`config.mk`:
```
export PLATFORM = sky130hd
export DESIGN_NAME = sync_updown_counter
export DESIGN_NICKNAME = d
export VERILOG_FILES = /design/src/rtl/sync_updown_counter_pkg.sv /design/src/rtl/sync_updown_counter_toggle_cell.sv /design/src/rtl/sync_updown_counter.sv
export SDC_FILE = /design/constraint.sdc
export NUM_CORES = 1
export LEC_CHECK = 0
export BUFFER_PORTS_ARGS = -buffer_cell sky130_fd_sc_hd__clkbuf_2
export CELL_PAD_IN_SITES_DETAIL_PLACEMENT = 1
export CELL_PAD_IN_SITES_GLOBAL_PLACEMENT = 1
export CORE_MARGIN = 2
export CORE_UTILIZATION = 36
export DETAILED_ROUTE_END_ITERATION = 12
export PLACE_DENSITY = 0.89
export SYNTH_ARGS = -nofsm -noshare
export SYNTH_HDL_FRONTEND = slang
export SYNTH_SLANG_ARGS = --single-unit
export TNS_END_PERCENT = 50
```
`constraint.sdc`:
```
create_clock -name clkin -period 2.55 [get_ports clkin]
set_input_delay 0.51 -clock clkin [delete_from_list [all_inputs] [get_ports clkin]]
set_output_delay 0.51 -clock clkin [all_outputs]
set_load 0.01 [all_outputs]
```
`src/rtl/sync_updown_counter_pkg.sv`:
```
// Shared definitions for the modulo-N up/down counter: direction encoding
// and the saturating parallel-load helper.
package sync_updown_counter_pkg;

   localparam logic DIR_UP   = 1'b1;
   localparam logic DIR_DOWN = 1'b0;

   // Wide enough for WIDTH=16 with MODULUS=2^16.
   localparam int SAT_W = 17;

   // A load value outside the count range clamps to the top of the range.
   function automatic logic [SAT_W-1:0] saturate_load(
      input logic [SAT_W-1:0] value,
      input logic [SAT_W-1:0] modulus
   );
      return (value < modulus) ? value : (modulus - SAT_W'(1));
   endfunction

endpackage

```
`src/rtl/sync_updown_counter_toggle_cell.sv`:
```
// Single toggle-type storage cell with asynchronous active-low clear;
// inverts its state on a rising clock edge whenever tin is high.
module toggle_cell (
   input  logic clkin,
   input  logic rstnin,
   input  logic tin,
   output logic qout,
   output logic qnout
);

   logic r_q;

   always_ff @(posedge clkin or negedge rstnin) begin
      if (!rstnin) begin
         r_q <= 1'b0;
      end else if (tin) begin
         r_q <= ~r_q;
      end
   end

   assign qout  = r_q;
   assign qnout = ~r_q;

endmodule

```
`src/rtl/sync_updown_counter.sv`:
```
// Modulo-MODULUS up/down counter built from toggle cells: next-state logic
// picks a target value and toggles exactly the bits that differ from it.
module sync_updown_counter
   import sync_updown_counter_pkg::*;
#(
   parameter int WIDTH   = 4,
   parameter int MODULUS = 10
) (
   input  logic             clkin,
   input  logic             rstnin,
   input  logic             enin,
   input  logic             upin,
   input  logic             loadin,
   input  logic [WIDTH-1:0] din,
   output logic [WIDTH-1:0] qout,
   output logic [WIDTH-1:0] qnout,
   output logic             tcout,
   output logic             wrapout
);

   localparam logic [WIDTH:0] LP_MOD = (WIDTH+1)'(MODULUS);
   localparam logic [WIDTH:0] LP_MAX = (WIDTH+1)'(MODULUS - 1);

   logic [WIDTH-1:0] w_q;
   logic [WIDTH-1:0] w_qn;
   logic [WIDTH-1:0] w_n;
   logic [WIDTH-1:0] w_t;
   logic [WIDTH:0]   w_inc;
   logic [WIDTH:0]   w_dec;
   logic             w_at_max;
   logic             w_at_zero;
   logic             w_wrap_next;
   logic             r_wrap;

   // One extra bit keeps q+1 exact when MODULUS equals 2^WIDTH, and the
   // borrow out of q-1 flags q==0 directly.
   assign w_inc     = {1'b0, w_q} + (WIDTH+1)'(1);
   assign w_dec     = {1'b0, w_q} - (WIDTH+1)'(1);
   assign w_at_max  = (w_inc == LP_MOD);
   assign w_at_zero = w_dec[WIDTH];

   always_comb begin
      w_n         = w_q;
      w_wrap_next = 1'b0;
      if (loadin) begin
         w_n = WIDTH'(saturate_load(SAT_W'(din), SAT_W'(MODULUS)));
      end else if (enin) begin
         if (upin == DIR_UP) begin
            w_n         = w_at_max ? '0 : w_inc[WIDTH-1:0];
            w_wrap_next = w_at_max;
         end else begin
            w_n         = w_at_zero ? LP_MAX[WIDTH-1:0] : w_dec[WIDTH-1:0];
            w_wrap_next = w_at_zero;
         end
      end
   end

   assign w_t = w_q ^ w_n;

   generate
      for (genvar gi = 0; gi < WIDTH; gi++) begin : g_cell
         toggle_cell u_cell (
            .clkin  (clkin),
            .rstnin (rstnin),
            .tin    (w_t[gi]),
            .qout   (w_q[gi]),
            .qnout  (w_qn[gi])
         );
      end
   endgenerate

   always_ff @(posedge clkin or negedge rstnin) begin
      if (!rstnin) begin
         r_wrap <= 1'b0;
      end else begin
         r_wrap <= w_wrap_next;
      end
   end

   assign qout    = w_q;
   assign qnout   = w_qn;
   assign wrapout = r_wrap;
   assign tcout   = enin & ~loadin & ((upin & w_at_max) | (~upin & w_at_zero));

endmodule

```
-- Word-level counts from Yosys, hierarchy flattened
Cells that the tools add are included.
- add/subtract/negate cells: 2
- $lt $le $gt $ge: 1
- equal/unequal tests: 1
- multiplexer cells: 9
- bitwise operators: 12
- operators by type and width (operator ; count):
    4-bit 2-to-1 mux ; 6
    1-bit inverter ; 6
    4-bit by 1-bit adder with 5-bit output, second input constant ; 1
    5-bit by 4-bit equality test with 1-bit output, second input constant ; 1
    4-bit by 1-bit subtractor with 5-bit output, second input constant ; 1
    1-bit AND ; 4
    4-bit less-than comparator, second input constant ; 1
    4-bit bitwise XOR ; 1
    1-bit 2-to-1 mux ; 3
    1-bit OR ; 1
- bits in registers: 5
- input port bits: 9
- logic and storage cells: 30

-- Depth between registers and ports, before layout
- word-level depth: 7
- gate-level depth with buffers: 6
- gate-level depth less buffers: 6

-- By module
From an unflattened synthesis, not the netlist that was laid out.
- cells, all modules: 72
- area, all modules: 534.3 µm²
- modules (own cells, without submodules) (module ; instances ; cells an instance ; area an instance (µm²) ; seq. area each (µm²)):
    sync_updown_counter ; 1 ; 60 ; 384.1 ; 25.0
    toggle_cell ; 4 ; 3 ; 37.5 ; 25.0

-- Least setup slack after synthesis
Ideal clock, no wire load.
- kind: flip-flop to output port
- start point: register g_cell[0].u_cell.r_q
- end point: output tcout
- arrival time: 1.321 ns
- required time: 2.040 ns
- setup slack: 0.719 ns
- cell stages (with the launch flop): 6
- buffers on the path: 0
- cell sequence: dfrtp_1 > ha_1 > nand3b_1 > o22ai_1 > a31oi_1 > nor3_1
- longest elaborated chain between the ends: 5
- elaborated cells on any way between the ends: 7
- RTL lines (item ; RTL line ; RTL):
    start, declared ; sync_updown_counter_toggle_cell.sv:11 ; logic r_q;
    start signal, assigned ; sync_updown_counter_toggle_cell.sv:17 ; r_q <= ~r_q;
    4-bit by 1-bit adder with 5-bit output ; sync_updown_counter.sv:37 ; assign w_inc = {1'b0, w_q} + (WIDTH+1)'(1);
    5-bit by 4-bit equality test with 1-bit output ; sync_updown_counter.sv:39 ; assign w_at_max = (w_inc == LP_MOD);
    1-bit AND ; sync_updown_counter.sv:83 ; assign tcout = enin & ~loadin & ((upin & w_at_max) | (~upin & w_at_zero));
    1-bit OR (*) ; sync_updown_counter.sv:83 ;
    1-bit AND (*) ; sync_updown_counter.sv:83 ;
    end, declared ; sync_updown_counter.sv:17 ; output logic tcout,
Mark *: on every way between the ends. The rest lies on a longest branch, timed or not.

-- Final worst setup path
- start point: register g_cell[1].u_cell.r_q
- end point: output tcout
- longest elaborated chain between the ends: 5
- elaborated cells on any way between the ends: 7
- RTL lines (item ; RTL line):
    start, declared ; sync_updown_counter_toggle_cell.sv:11
    start signal, assigned ; sync_updown_counter_toggle_cell.sv:17
    4-bit by 1-bit adder with 5-bit output ; sync_updown_counter.sv:37
    5-bit by 4-bit equality test with 1-bit output ; sync_updown_counter.sv:39
    1-bit AND ; sync_updown_counter.sv:83
    1-bit OR (*) ; sync_updown_counter.sv:83
    1-bit AND (*) ; sync_updown_counter.sv:83
Marked as above.

==> flow_metrics.py <==
metrics = {
    "layout": {
        "fillCellCount": 195,
        "layout-area-overhead-vs-synth_pct": 8.17,
        "final-seq-area_um2": 126,
        "drive_above_1_share": 0.301,
        "multi_input_comb_area_um2": 332,
        "final_cells": 99,
        "layout.nets": 96,
        "diodes": 0,
        "final_design_area_no_fill_um2": 613,
        "postLayoutCoreUtil": 0.412,
    },
    "clock_tree": {
        "tritoncts": "yes",
        "postCtsSetupRepairBufs": 0,
        "cts_htree_levels": 1,
        "worst_setup_hold_path_clk_slew_ns": 0.04,
        "worstSkewPairLatency_ns": 0.24,
        "cts_made_buffers": 3,
        "cts_num_sinks": 5,
        "cts_buffer_depth": 2,
        "clock_tree.root_cell": "sky130_fd_sc_hd__clkbuf_4",
    },
    "logic_synthesis": {
        "synthCells": 73,
        "number_of_enable_type_register_cells_in_the_synthesized_netlist": 0,
        "synth_area_per_cell_um2": 7.76,
        "postSynth.topFlopCell": "sky130_fd_sc_hd__dfrtp_1",
        "post-synth-top-count-cell": "sky130_fd_sc_hd__buf_4",
        "synth.cells.most_frequent": "sky130_fd_sc_hd__buf_4 (8), sky130_fd_sc_hd__a21oi_1 (7), sky130_fd_sc_hd__nand2_1 (6)",
        "post_synth_num_cell_types": 30,
        "ys.warnings.count": 0,
        "syn_nets": 85,
        "seq_area_frac_synth": 0.221,
        "synth_top_area_share": 0.221,
        "ys_top_cells_by_area": "sky130_fd_sc_hd__dfrtp_1 (22%), sky130_fd_sc_hd__buf_4 (11%), sky130_fd_sc_hd__ha_1 (6.6%), sky130_fd_sc_hd__a21oi_1 (6.2%), sky130_fd_sc_hd__nand3b_1 (5.3%)",
        "post-synth-top-area-cell": "sky130_fd_sc_hd__dfrtp_1",
        "cell_area_after_technology_mapping_um2": 567,
        "ys_seq_elements": 5,
        "synth_async_sr_flop_share": 1.00,
    },
    "pwr": {
        "power-per-cell-area_nw_per_um2": 535,
        "vdd.ir_drop.worst_v": 0.000288,
        "p_leak_nw": 0.280,
        "report.power.total_mw": 0.328,
    },
    "floorplan": {
        "ioPinCount": 19,
        "floorplan.initialDensity": 0.381,
        "fp.coreArea_um2": 1490,
        "die_w_um": 43.7,
        "number_of_core_rows": 14,
        "die_height_um": 43.7,
        "total_die_area_um2": 1910,
    },
    "timing": {
        "post-route-min-period_ns": 2.28,
        "final_min_period_over_clock_period": 0.895,
        "grt_setup_unrepaired": "no",
        "achievable-frequency_mhz": 438,
        "finalHoldViolations": 0,
        "relSlewSlack": 0.801,
        "timing_max_transition_violations_final": 0,
        "setup_viol": 0,
        "tightest_slew_ns": 0.299,
        "skew_ns": 0.00417,
        "finalSetupTns_ns": 0,
        "timing.hold.ws_ns": 0.0759,
        "final.setup.worst_slack_ns": 0.269,
    },
    "setup_path": {
        "critical_path_peak_fanout": 7,
        "r2r.worst_path.cells": 6,
        "timing.critical_path.to_type": "output port",
        "setup.worst_path.start_class": "flop",
        "cp.required_ns": 2.04,
        "worst-endpoint-arrival_ns": 1.77,
        "critPathKind": "flop to output port",
    },
    "global_routing": {
        "via_count_of_the_first_global_routing_pass": 502,
        "grt_use_total": 0.152,
        "leftover_overflow_at_the_end_of_global_routing": 0,
        "antenna_found_initial": 0,
        "first_pass_grt_wire_length_um": 2200,
        "grt_max_degree": 12,
    },
    "placement": {
        "globalplace.congestion": 0.841,
        "placedCellCount": 95,
        "hpwlAfterDp_um": 1090,
        "dpl_cell_area_um2": 586,
        "dpl_worst_slack_ns": 0.465,
        "port_buffers": 18,
    },
    "drt": {
        "drt_first_iter_violations": 8,
        "drt_wl_total_um": 1370,
        "via_count": 541,
        "final_routed_wire_length_divided_by_cell_count_um": 13.8,
        "drt_drc_violations_left": 0,
        "detail_route.first_pass.iterations": 4,
        "post_drt_via_cell_ratio": 5.46,
        "postRouteAntennaNets": 0,
    },
    "hold_path": {
        "holdCritPathClass": "input port to async pin",
    },
    "run": {
        "drv_cap": 0,
    },
    "run_status": {
        "status": "complete, no violations",
    },
}
-- layout make-up --
class	count	area share
clock buffer	4	0.0429
tap	16	0.0327
timing repair buffer	18	0.147
sequential	5	0.206
inverter	5	0.0306
multi-input combinational	51	0.541
-- sequential cells by signal (all words and copies together) (netlist names) --
signal / count
g_cell.u_cell.qout: 4
wrapout: 1
-- per-layer routing --
metal	vias to the layer above	routed length (um)	GRT usage
met5	-	0	0
met4	0	0	0.0545
met3	0	57	0.0167
met2	11	694	0.253
met1	256	617	0.202
li1	274	-	-
-- placed cells by master (no fill, tap or decap), types with 2 or more instances in the layout --
cell type / netlist / final
sky130_fd_sc_hd__nand3b_1: 4 / 4
sky130_fd_sc_hd__mux2_2: 2 / 2
sky130_fd_sc_hd__o21ai_0: 5 / 5
sky130_fd_sc_hd__nor2_1: 3 / 3
sky130_fd_sc_hd__clkbuf_2: 0 / 18
sky130_fd_sc_hd__nand2b_1: 3 / 3
sky130_fd_sc_hd__dfrtp_1: 5 / 4
sky130_fd_sc_hd__ha_1: 3 / 3
sky130_fd_sc_hd__nor3_1: 2 / 2
sky130_fd_sc_hd__clkbuf_4: 0 / 3
sky130_fd_sc_hd__a31oi_1: 2 / 2
sky130_fd_sc_hd__nand2_1: 6 / 6
sky130_fd_sc_hd__a21oi_1: 7 / 7
sky130_fd_sc_hd__inv_1: 5 / 5
-- logic make-up (layout without fill, tap and decap cells) --
group,Yosys count,count (layout),synth area share
multiplexers,2,2,0.0397
flip-flops,5,5,0.221
buffers and inverters,17,27,0.194
AO/OA/AOI/OAI,21,21,0.221
adder cells (fa/ha/maj),3,3,0.0662
AND/OR/NAND/NOR,25,25,0.258
-- power by group --
group	leakage (nW)	switching [mW]	internal, mW	total (mW)
Combinational	0.204	0.0709	0.0564	0.127
Clock	0.0150	0.0321	0.0591	0.0913
Sequential	0.0615	0.0210	0.0887	0.110
Total	0.280	0.124	0.204	0.328
-- path summary, 6_finish.rpt --
check	slack, ns	endpoint	startpoint
min in group clkin	0.53	g_cell[2].u_cell.qout$_DFFE_PN0P_	din[2]
max reg2reg	0.88	g_cell[0].u_cell.qout$_DFFE_PN0P_	g_cell[1].u_cell.qout$_DFFE_PN0P_
min	0.08	g_cell[2].u_cell.qout$_DFFE_PN0P_	rstnin
max in group asynchronous	2.32	g_cell[0].u_cell.qout$_DFFE_PN0P_	rstnin
max	0.27	tcout	g_cell[1].u_cell.qout$_DFFE_PN0P_
min reg2reg	0.77	g_cell[0].u_cell.qout$_DFFE_PN0P_	g_cell[0].u_cell.qout$_DFFE_PN0P_
-- repair_timing --
action,4_1_cts,5_1_grt
endpoints found under the setup margin,0,1
gates resized for setup,0,1
hold buffers,0,0
-- critical path, cell delays in order (launching register included) --
cell and delay, ns:
sky130_fd_sc_hd__dfrtp_1 0.46, sky130_fd_sc_hd__ha_1 0.33, sky130_fd_sc_hd__nand3b_1 0.11, sky130_fd_sc_hd__o22ai_1 0.19
sky130_fd_sc_hd__a31oi_1 0.14, sky130_fd_sc_hd__nor3_1 0.14, sky130_fd_sc_hd__clkbuf_2 0.15
Note: power is estimated with default switching activity, not from simulation.
